<file path="src/rtl/mastermind_scorer.sv">
// mastermind_scorer
//   Scores one Mastermind guess against a secret code. A start pulse in IDLE
//   latches code and guess, then an exact-position (red) pass and a
//   colour-only (white) pass each walk one peg index per cycle. Used flags
//   make sure every code peg and every guess peg is consumed at most once,
//   so duplicate colours score correctly.
//
//   Optional feature: define MASTERMIND_EARLY_EXIT_EN to skip the white pass
//   when the red pass finds all pegs matching.
//
// Ports
//   clock  in   rising-edge system clock
//   reset  in   asynchronous active-high reset
//   start  in   scoring request, sampled only in IDLE
//   code   in   secret code, peg i at [i*COLOR_BITS +: COLOR_BITS]
//   guess  in   player guess, same packing as code
//   busy   out  high in every state except IDLE
//   done   out  one-cycle pulse; red/white/win valid in that cycle
//   red    out  exact-position match count
//   white  out  right-colour, wrong-position match count
//   win    out  red == NUM_PEGS, held until the next accepted start
module mastermind_scorer #(
   parameter  int NUM_PEGS   = 4,
   parameter  int COLOR_BITS = 3,
   localparam int CNT_W      = $clog2(NUM_PEGS + 1)
) (
   input  logic                           clock,
   input  logic                           reset,
   input  logic                           start,
   input  logic [NUM_PEGS*COLOR_BITS-1:0] code,
   input  logic [NUM_PEGS*COLOR_BITS-1:0] guess,
   output logic                           busy,
   output logic                           done,
   output logic [CNT_W-1:0]               red,
   output logic [CNT_W-1:0]               white,
   output logic                           win
);

   localparam int IDX_W = (NUM_PEGS > 1) ? $clog2(NUM_PEGS) : 1;

   typedef enum logic [1:0] {
      ST_IDLE,
      ST_RED,
      ST_WHITE,
      ST_DONE
   } state_t;

   state_t state, state_n;

   logic [NUM_PEGS-1:0][COLOR_BITS-1:0] code_q, guess_q;
   logic [NUM_PEGS-1:0]                 code_used, guess_used;
   logic [IDX_W-1:0]                    idx;

   logic             last;
   logic             red_hit;
   logic [CNT_W-1:0] red_total;
   logic             found;
   logic [IDX_W-1:0] sel;
   logic             white_hit;

   assign last      = (idx == IDX_W'(NUM_PEGS - 1));
   assign red_hit   = (code_q[idx] == guess_q[idx]);
   // Red count including the current index; only meaningful in the red pass.
   assign red_total = red + CNT_W'(red_hit);

   // Lowest unused guess peg with the colour of the current code peg.
   always_comb begin
      found = 1'b0;
      sel   = '0;
      for (int unsigned j = 0; j < NUM_PEGS; j++) begin
         if (!found && !guess_used[j] && (guess_q[j] == code_q[idx])) begin
            found = 1'b1;
            sel   = IDX_W'(j);
         end
      end
   end

   assign white_hit = !code_used[idx] && found;

   always_ff @(posedge clock or posedge reset) begin
      if (reset) state <= ST_IDLE;
      else       state <= state_n;
   end

   always_comb begin
      state_n = state;
      busy    = (state != ST_IDLE);
      done    = (state == ST_DONE);
      case (state)
         ST_IDLE:  if (start) state_n = ST_RED;
         ST_RED: begin
            if (last) begin
`ifdef MASTERMIND_EARLY_EXIT_EN
               if (red_total == CNT_W'(NUM_PEGS)) state_n = ST_DONE;
               else                               state_n = ST_WHITE;
`else
               state_n = ST_WHITE;
`endif
            end
         end
         ST_WHITE: if (last) state_n = ST_DONE;
         ST_DONE:  state_n = ST_IDLE;
         default:  state_n = ST_IDLE;
      endcase
   end

   always_ff @(posedge clock or posedge reset) begin
      if (reset) begin
         code_q     <= '0;
         guess_q    <= '0;
         code_used  <= '0;
         guess_used <= '0;
         idx        <= '0;
         red        <= '0;
         white      <= '0;
         win        <= 1'b0;
      end else begin
         case (state)
            ST_IDLE: begin
               if (start) begin
                  code_q     <= code;
                  guess_q    <= guess;
                  code_used  <= '0;
                  guess_used <= '0;
                  idx        <= '0;
                  red        <= '0;
                  white      <= '0;
                  win        <= 1'b0;
               end
            end
            ST_RED: begin
               if (red_hit) begin
                  code_used[idx]  <= 1'b1;
                  guess_used[idx] <= 1'b1;
                  red             <= red_total;
               end
               idx <= last ? '0 : idx + 1'b1;
`ifdef MASTERMIND_EARLY_EXIT_EN
               // win must already be valid in the DONE cycle when white is skipped.
               if (last && (red_total == CNT_W'(NUM_PEGS))) win <= 1'b1;
`endif
            end
            ST_WHITE: begin
               if (white_hit) begin
                  code_used[idx]  <= 1'b1;
                  guess_used[sel] <= 1'b1;
                  white           <= white + 1'b1;
               end
               idx <= last ? '0 : idx + 1'b1;
               if (last) win <= (red == CNT_W'(NUM_PEGS));
            end
            default: ;
         endcase
      end
   end

endmodule
</file>
<file path="config.mk">
export PLATFORM = sky130hd
export DESIGN_NAME = mastermind_scorer
export DESIGN_NICKNAME = d
export VERILOG_FILES = /design/src/rtl/mastermind_scorer.sv
export SDC_FILE = /design/constraint.sdc
export NUM_CORES = 1
export LEC_CHECK = 0
export ABC_AREA = 0
export CORE_MARGIN = 2
export CORE_UTILIZATION = 54
export DETAILED_ROUTE_END_ITERATION = 10
export PLACE_DENSITY = 0.88
export REMOVE_ABC_BUFFERS = 1
export SLEW_MARGIN = 0
export SYNTH_ARGS = -nofsm -noshare
export SYNTH_HDL_FRONTEND = slang
export SYNTH_SLANG_ARGS = --single-unit
</file>
<file path="constraint.sdc">
create_clock -name clock -period 3.5 [get_ports clock]
set_clock_uncertainty 0.15 [all_clocks]
set_input_delay 1.05 -clock clock [delete_from_list [all_inputs] [get_ports clock]]
set_output_delay 1.05 -clock clock [all_outputs]
set_load 0.05 [all_outputs]
</file>
After elaboration in Yosys (flattened, before gate mapping)
Index checks and enable logic that the tools add are counted.
Operators by class
  bitwise gates (word level): 3
  equality and inequality tests: 15
  multiplexer cells: 39
  add/subtract/negate cells: 3
  reduce and logical (&&, ||, !) cells: 32
  magnitude comparators: 4
Operators with widths (count)
  4-bit case mux with 3 select lines: 2
  4-bit two-way mux: 5
  3-bit equality test: 5
  3-bit two-way mux: 5
  2-bit two-way mux: 7
  3-bit binary-select mux with 2-bit select: 2
  4-bit bitwise OR: 3
  3-bit case mux with 2 select lines: 2
  3-bit AND reduction: 4
  1-bit logical AND: 10
  1-bit two-way mux: 10
  2-bit inequality test, second input constant: 5
  1-bit logical NOT: 8
  2-bit case mux with 4 select lines: 1
  2-bit nonzero test: 4
  2-bit equality test, second input constant: 3
  2-bit by 3-bit less-than comparator with 1-bit output, second input constant: 2
  1-bit demux with 2-bit select: 2
  2-bit by 1-bit >= comparator with 1-bit output, second input constant: 2
  2-bit case mux with 2 select lines: 1
  2-bit AND reduction: 2
  4-bit AND reduction: 1
  3-bit by 1-bit adder with 3-bit output: 1
  3-bit by 1-bit adder with 3-bit output, second input constant: 1
  8 further kinds: 8
Storage, ports and cells
  bits in registers: 43
  bits of input ports: 27
  output and inout port bits: 9

Longest topological paths before layout
Gate-level depths: netlist of run 1.
  depth after elaboration: 24
  depth in mapped cells: 9

Worst setup path after synthesis of run 1
No wires, ideal clock.
  path kind: reg2reg
  start: register idx[0]
  end: register code_used[2]
  data arrival time: 2461 ps
  required time: 3223 ps
  slack: 762 ps
  setup time: 127 ps
  clock period less this slack: 2738 ps
  cell stages (with the launch flop): 8
  cells stage by stage: dfrtp_1 > buf_6 > mux4_2 > xor2_1 > or4_4 > a41oi_4 > o21ai_4 > o32a_2
On the way
  cells in the longest elaborated chain, start to end: 20
RTL lines
  from (decl): line 52  | logic [IDX_W-1:0] idx;
  from (signal assigned): line 137  | idx <= last ? '0 : idx + 1'b1;
  from (signal assigned): line 149  | idx <= last ? '0 : idx + 1'b1;
  3-bit binary-select mux with 2-bit select: line 62, 71
  3-bit two-way mux (implied by the code): line 62, 71
  3-bit equality test: line 71  | if (!found && !guess_used[j] && (guess_q[j] == code_q[idx])) begin
  1-bit logical AND: line 71
  1-bit two-way mux: line 71
  1-bit logical NOT: line 71
  1-bit logical AND (2 in series): line 71
  1-bit two-way mux: line 71
  1-bit logical NOT: line 71
  1-bit logical AND (2 in series): line 71
  1-bit two-way mux: line 71
  1-bit logical NOT: line 71
  1-bit logical AND (2 in series): line 71
  1-bit two-way mux: line 71
  1-bit logical AND: line 78  | assign white_hit = !code_used[idx] && found;
  2-bit inequality test (no line)
  4-bit AND reduction (no line)
  to (signal assigned): line 111  | code_used <= '0;
  to (signal assigned): line 123  | code_used <= '0;
  to (signal, indexed assignment): line 133  | code_used[idx] <= 1'b1;
  to (decl): line 51  | logic [NUM_PEGS-1:0] code_used, guess_used;
Several ways; a longest one is shown, not always the timed one. The select of a mux whose other input is x is not followed.
A chain may end at the register's enable or synchronous reset.

Worst setup path in the final report of run 1
  start: register state[0]
  end: output port busy
On the way
  cells in the longest elaborated chain, start to end: 1
RTL lines
  from (decl): line 48  | state_t state, state_n;
  from (signal assigned): line 82  | else state <= state_n;
  2-bit nonzero test: line 87  | busy = (state != ST_IDLE);
  to (decl): line 32  | output logic busy,
Every way passes these cells.

==> out/results.md, run 1 <==
• 3.19 ns — Min Clock Period, post-route
• 1,638 — number of global-route vias before repair
• 2.97 mW — Final Power
• 0 — Final Hold Vio Count
• 35 — count of input and output buffers
• 100% — proportion of synthesized flip-flops having asynchronous set or reset
• 0 — Final Slew Violations
• 36 — Top-Level Pins
• 70.6 microns — Die Y-Extent
• 273 — cell total after placement
• complete, no violations — result of the run
• 267 — Post-layout nets
• 70.6 microns — die width
• 4990 sq um — DIE AREA
• 91.0% — final period utilization
• dfrtp_1 (45%), mux2_2 (12%), ha_1 (6.3%) — leading cell types by total area after synthesis
• 44.9% — portion of synthesized cell area occupied by the leading cell type
• dfrtp_1 — top_reg_cell synth
• inv_1 — dominant cell type by count on the critical path
• 0.362 ns — final-layout worst hold slack
• 0 — Post-CTS Repair Setup Buffers
• dfrtp_1 — largest area contributor in the synthesized netlist
• 6 — number of cell instances on the worst register-to-register path
• 0 — number of endpoints failing setup at the final stage
• clkdlybuf4s50_1 — standard cell with the maximum stage delay on the critical path
• dfrtp_1 — most frequent cell after synthesis
• 0.30 ns — Clk Latency, worst-skew pair
• 1.26 nW — Lkg Pwr
• 43 — flip-flop and latch count after synthesis
• 0 — post_cts resized
• 0 — drc violations
• 1 — number of stages on the worst hold path
• 7.73 mm — wire length of the first global-routing pass
• 2400 sq um — synthesized cell area
• 0 — initial antenna violation count
• 5.87 — mean number of vias per cell
• 55.4% — effective utilization at floorplan
• clkbuf_8 — root cell of the clock tree
• 4320 sq um — area of the core region
• 0 — count of antenna-violating nets left after detailed routing
• 24 — placement row count
• 0 — antenna diode count
• 1.99 ns — arrival time at the worst endpoint
• 3.32 mm — dpl hpwl
• 2.30 ns — Worst Path Required
• 5 — clock buffers created by TritonCTS
• code_q[11] — terminating pin of the worst hold path
• 1,650 — count of vias placed by the detailed router
• flip-flop to flip-flop — class of the tightest hold or removal check
• 0 — Yosys warning total
• 16.3 microns — post-DR wirelength/cell
• 314 MHz — maximum clock frequency
• code_q[11] — hold path startpoint
• 2 — H-tree depth reported by CTS
• 191 — gate count after technology mapping
• 0.40 ns — slack of the worst reg-to-reg path
• 0 ns — post-route setup TNS
• 12.5 sq um — Syn Area/Cell
• 67.3% — post-layout utilization of the core
• 44.9% — sequential fraction of the synthesis area
• built — clock tree from TritonCTS
• flip-flop — kind of launch point of the worst setup path
• 146 — iteration-0 DRC count of the detailed router
• 0 — count of max-cap constraint violations
• 0 — total congestion overflow
• 7 — crit path max fanout
• 0.534 ns — Worst Tran Pin Value
• 3 — buffers and inverters on the worst path
• inv_1 > ha_1 > inv_1 > clkdlybuf4s50_1 — worst-path cell chain
• 2 — maximum root-to-sink buffer count
• 0 — number of buffers added to fix hold violations after cts
• 21.5% — layout overhead on the synthesized area
• 44 — largest net degree at the start of global routing
• 4.57 mm — Total Routed Length
• 0.08 ns — clock slew at the register clock pins of the worst setup and hold paths
• 21.0% — layout cell share with drive strength beyond 1
• 41 — number of distinct library cells after synthesis
• 0 — number of synthesized flops with an enable pin
• 0.80 ns — Slowest Stage Delay on Critical Path
• 64.4% — worst-case headroom to the max-slew limit
• no — unrepaired setup endpoints after global routing
• 1020 nW/um^2 — power density over cell area
• 281 — number of standard cells in the final layout excluding fillers
• idx[0] — worst r2r src
• code_used[1] — end of the worst register-to-register path
• buffers and inverters — family with the most delay on the worst path
• 0.854 — routability cong.
• flip-flop to primary output — critical path type
• 19.7% — total global-route track usage
• primary output — Setup crit end kind
• dfrtp_1 (43), mux2_2 (26), ha_1 (12), xor2_1 (12) — cell types with the highest counts after synthesis
• 43 — clock net sink count
• 4 — Pre-antenna DRT Iters
• 0.000458 V — peak supply drop
[metal layers]
metal / vias up / share of wire (%) / global-route usage (%)
met4: 0 / 1.0 / 5.03
li1: 784 / - / -
met1: 809 / 45 / 26.9
met5: - / 0 / 0
met3: 6 / 5.1 / 4.70
met2: 51 / 48 / 32.2
[worst max path at each step]
stage                   from            to  cells after the start  slack (ns)
finish              state[0]          busy                      4        0.31
global route        state[0]          busy                      4        0.21
CTS                 state[0]          busy                      4        0.32
detailed placement     start  code_used[2]                      6        0.41
global placement       start  code_used[2]                      6        0.42
floorplan             idx[0]  code_used[2]                      6        0.67
[cells in the final DEF, fill, tap and decap left out, drive strengths merged, types with 6 or more instances in the layout]
cell,n
and3,7
clkdlybuf4s50,35
nor2,8
mux2,26
ha,12
o21ai,7
clkbuf,6
o32a,6
xor2,12
mux4,7
inv,8
nand2,8
dfrtp,43
[power breakdown]
part           internal [mW]  total, mW  switching [mW]
Combinational          0.781       1.66           0.878
Clock                  0.231      0.400           0.169
Sequential             0.717      0.908           0.191
[registers in the layout, indices dropped and copies added (netlist names)]
signal	flops
code_q	12
guess_q	12
code_used	4
guess_used	4
red	3
white	3
idx	2
state	2
win	1
[through the flow]
step           setup slack, ns  cell area (sq um)
3_3_place_gp             0.418               2790
2_1_floorplan            0.673               2360
3_5_place_dp             0.410               2790
4_1_cts                  0.317               2910
5_1_grt                  0.211               2910
6_report                 0.314               2910
[worst register-to-register path: cells and delay by family (launching register included)]
family / cells / cell delay [ns]
compound gates: 3 / 0.76
xor+xnor: 1 / 0.18
flops: 1 / 0.67
mux: 1 / 0.67
simple gates: 1 / 0.55
[kinds of logic after synthesis]
kind of cell,after synthesis,share of synthesized area (%)
DFF,43,44.9
and+or+nand+nor,38,8.77
muxes,36,20.7
AOI/OAI and AO/OA,31,11.1
buffers and inverters,16,2.82
xor gates and xnor gates,15,5.48
adders and majority gates,12,6.27
[final cells by class]
class                      instances  area [sq um]
sequential                        43          1080
inverter                           9          33.8
clock inverter                     2          35.0
multi-input combinational        132          1250
fill                             340          1410
clock buffer                       6          82.6
tap                               52          65.1
timing repair buffer              37           365
(Power assumes the default switching activity.)
==> run 2: changes to the inputs <==
CAP_MARGIN = 5   (was unset)
==> results of run 2 <==
Same layout as run 1: the final DEF is identical, and so are final timing and power.
==> run 3: changes to the inputs <==
CORE_UTILIZATION = 63   (was 54)
DONT_BUFFER_PORTS = 1   (was unset)
PLACE_DENSITY = 0.87   (was 0.88)
==> run 3 against run 2 <==
Compared with the run above:
- non-clock buffer count down 36
- register-to-register slack lost 0.02 ns
- sequential share of layout area is 5.6 points higher
- clock power shrank 24%
- sequential power rose by 4.6%
- combinational power fell by 6%
- critical path depth rose by 2
- clock-buffer cell count is the same
==> out/results.md, run 3 (same netlist as run 1, synthesis figures left out) <==
• 65.4% — effective utilization at floorplan, +10 points
• 0.000528 V — peak supply drop, +15%
• 18.8 microns — post-DR wirelength/cell, +16%
• dfrtp_1 — most common cell after layout, fill and taps aside
• 0 — Post-CTS Repair Setup Buffers, unchanged
• 4310 sq um — DIE AREA, -14%
• 25 — largest net degree at the start of global routing, -43%
• built — clock tree from TritonCTS
• 1.24 mW — switching component of the power, about the same
• 36 — Top-Level Pins, unchanged
• 2 — maximum root-to-sink buffer count, unchanged
• 0 — count of input and output buffers, -100%
• complete, no violations — result of the run
• 95 — iteration-0 DRC count of the detailed router, -35%
• 0 — count of max-cap constraint violations, unchanged
• 0 ns — post-route setup TNS, unchanged
• 0.08 ns — clock slew at the register clock pins of the worst setup and hold paths, about the same
• 3660 sq um — area of the core region, -15%
• 1,514 — count of vias placed by the detailed router, -8.2%
• 7.51 mm — wire length of the first global-routing pass, -2.8%
• 65.7 microns — die width, -7.0%
• 4.53 mm — Total Routed Length, -0.88%
• flip-flop — Setup crit end kind
• 0 — count of antenna-violating nets left after detailed routing, unchanged
• 2.81 mW — Final Power, -5.2%
• 22 — placement row count, -8.3%
• 241 — number of standard cells in the final layout excluding fillers, -14%
• 0 — Final Hold Vio Count, unchanged
• 231 — Post-layout nets, -13%
• 0 — number of endpoints failing setup at the final stage, unchanged
• 0.363 ns — final-layout worst hold slack, +0.00147 ns
• 3.12 ns — Min Clock Period, post-route, -0.0670 ns
• flip-flop to flip-flop — critical path type
• mux4_2 > xor2_1 > or4_4 > a41oi_4 > o21ai_4 > o32a_2 — worst-path cell chain
• 0 — antenna diode count, unchanged
• 0.938 ns — Worst Tran Pin Value, +0.404 ns
• 6.28 — mean number of vias per cell, +7.0%
• 5.48% — layout overhead on the synthesized area
• 3.53 ns — Worst Path Required, +1.23 ns
• dfrtp_1 (43), mux2_2 (26), xor2_1 (12), ha_1 (12) — most used cells in the layout excluding fill and tap cells
• 0 — drc violations, unchanged
• 5 — clock buffers created by TritonCTS, unchanged
• 0 — number of buffers added to fix hold violations after cts, unchanged
• dfrtp_1 — standard cell with the maximum stage delay on the critical path
• 4 — Pre-antenna DRT Iters, unchanged
• 43 — clock net sink count, unchanged
• 1,627 — number of global-route vias before repair, -0.67%
• 3.47 mm — dpl hpwl, +4.4%
• 3.15 ns — arrival time at the worst endpoint, +1.16 ns
• 65.7 microns — Die Y-Extent, -7.0%
• 0 — initial antenna violation count, unchanged
• 233 — cell total after placement, -15%
• 23.4% — total global-route track usage, +3.7 points
• 321 MHz — maximum clock frequency, +2.1%
• 0.30 ns — Clk Latency, worst-skew pair, about the same
• 0 — post_cts resized, unchanged
• 1.57 mW — internal power of the cells, -9.0%
• 2 — H-tree depth reported by CTS, unchanged
• 0 — total congestion overflow, unchanged
• 33.8% — Reg power frac, +3.2 points
• 89.1% — final period utilization, -1.9 points
• 1110 nW/um^2 — power density over cell area, +9.2%
• clkbuf_8 — root cell of the clock tree
• code_q (12), guess_q (12) — top flop regs
• flip-flop to flip-flop — class of the tightest hold or removal check
• 0.857 — routability cong., +0.42%
• 10 — crit path max fanout, +3
• 37.3% — worst-case headroom to the max-slew limit, -27 points
• flip-flop — kind of launch point of the worst setup path
• 0.67 ns — Slowest Stage Delay on Critical Path, -0.13 ns
• 44.1% — net switching fraction of the power, +2.3 points
• 55.4% — proportion of power drawn by combinational gates, -0.5 points
• 23.8% — layout cell share with drive strength beyond 1, +2.9 points
• 0 — Final Slew Violations, unchanged
• no — unrepaired setup endpoints after global routing
• 1.11 nW — Lkg Pwr, -12%
• 10.8% — Clock Power Share, -2.7 points
==> run 3: changes by cell type in the layout (fill, tap and decap cells not counted) <==
cell,before,now
buf_12,0,1
buf_4,2,0
bufinv_16,1,0
clkdlybuf4s50_1,35,0
clkbuf_1,0,1
clkbuf_8,6,5
clkinvlp_4,0,1
==> run 3: area by class of cell <==
type	instances	area (sq um)
Multi-Input combinational cell	132	1250
Fill cell	267	1130
Sequential cell	43	1080
Clock buffer	6	72.6
Tap cell	48	60.1
Inverter	9	33.8
Timing Repair Buffer	1	20.0
Clock inverter	2	12.5
==> run 3: power groups by stage <==
stage	Sequential (mW)	Combinational [mW]	Clock, mW
2_1_floorplan	0.895	1.29	0
3_3_place_gp	0.949	1.47	0
3_5_place_dp	0.962	1.54	0
4_1_cts	0.952	1.56	0.309
5_1_grt	0.979	1.70	0.330
6_report	0.950	1.56	0.304
==> run 3: through the flow <==
stage,util (%),setup slack (ns),cell area (sq um)
after global placement,66.7,0.511,2440
after detailed placement,66.7,0.424,2440
after global routing,69.0,0.207,2530
after floorplan,-,0.673,2360
final,69.0,0.381,2530
after CTS,69.0,0.382,2530
==> run 3: worst max-delay path, delay by kind of cell (launching register included) <==
kind | cells | cell delay (ns)
AO/OA/AOI/OAI | 3 | 0.78
flip-flops | 1 | 0.67
multiplexers | 1 | 0.66
AND/OR/NAND/NOR | 1 | 0.55
XOR/XNOR | 1 | 0.18
==> run 3: worst paths after layout <==
| path | to | cells past startpoint | startpoint | slack (ns) |
|---|---|---|---|---|
| max in group asynchronous | code_q[0] | 2 | reset | 1.94 |
| worst max register to register | code_used[2] | 6 | idx[0] | 0.38 |
| min in group asynchronous | red[0] | 1 | reset | 0.65 |
| worst min register to register | code_q[4] | 1 | code_q[4] | 0.36 |
| worst max-delay path | code_used[2] | 6 | idx[0] | 0.38 |
| worst min-delay path | code_q[4] | 1 | code_q[4] | 0.36 |
==> run 3: per-layer routing <==
metal	track usage, %	vias up	routed length (microns)
li1	-	709	-
met1	26.3	754	1880
met2	41.8	41	2390
met3	6.68	10	168
met4	8.59	0	89
met5	0	-	0
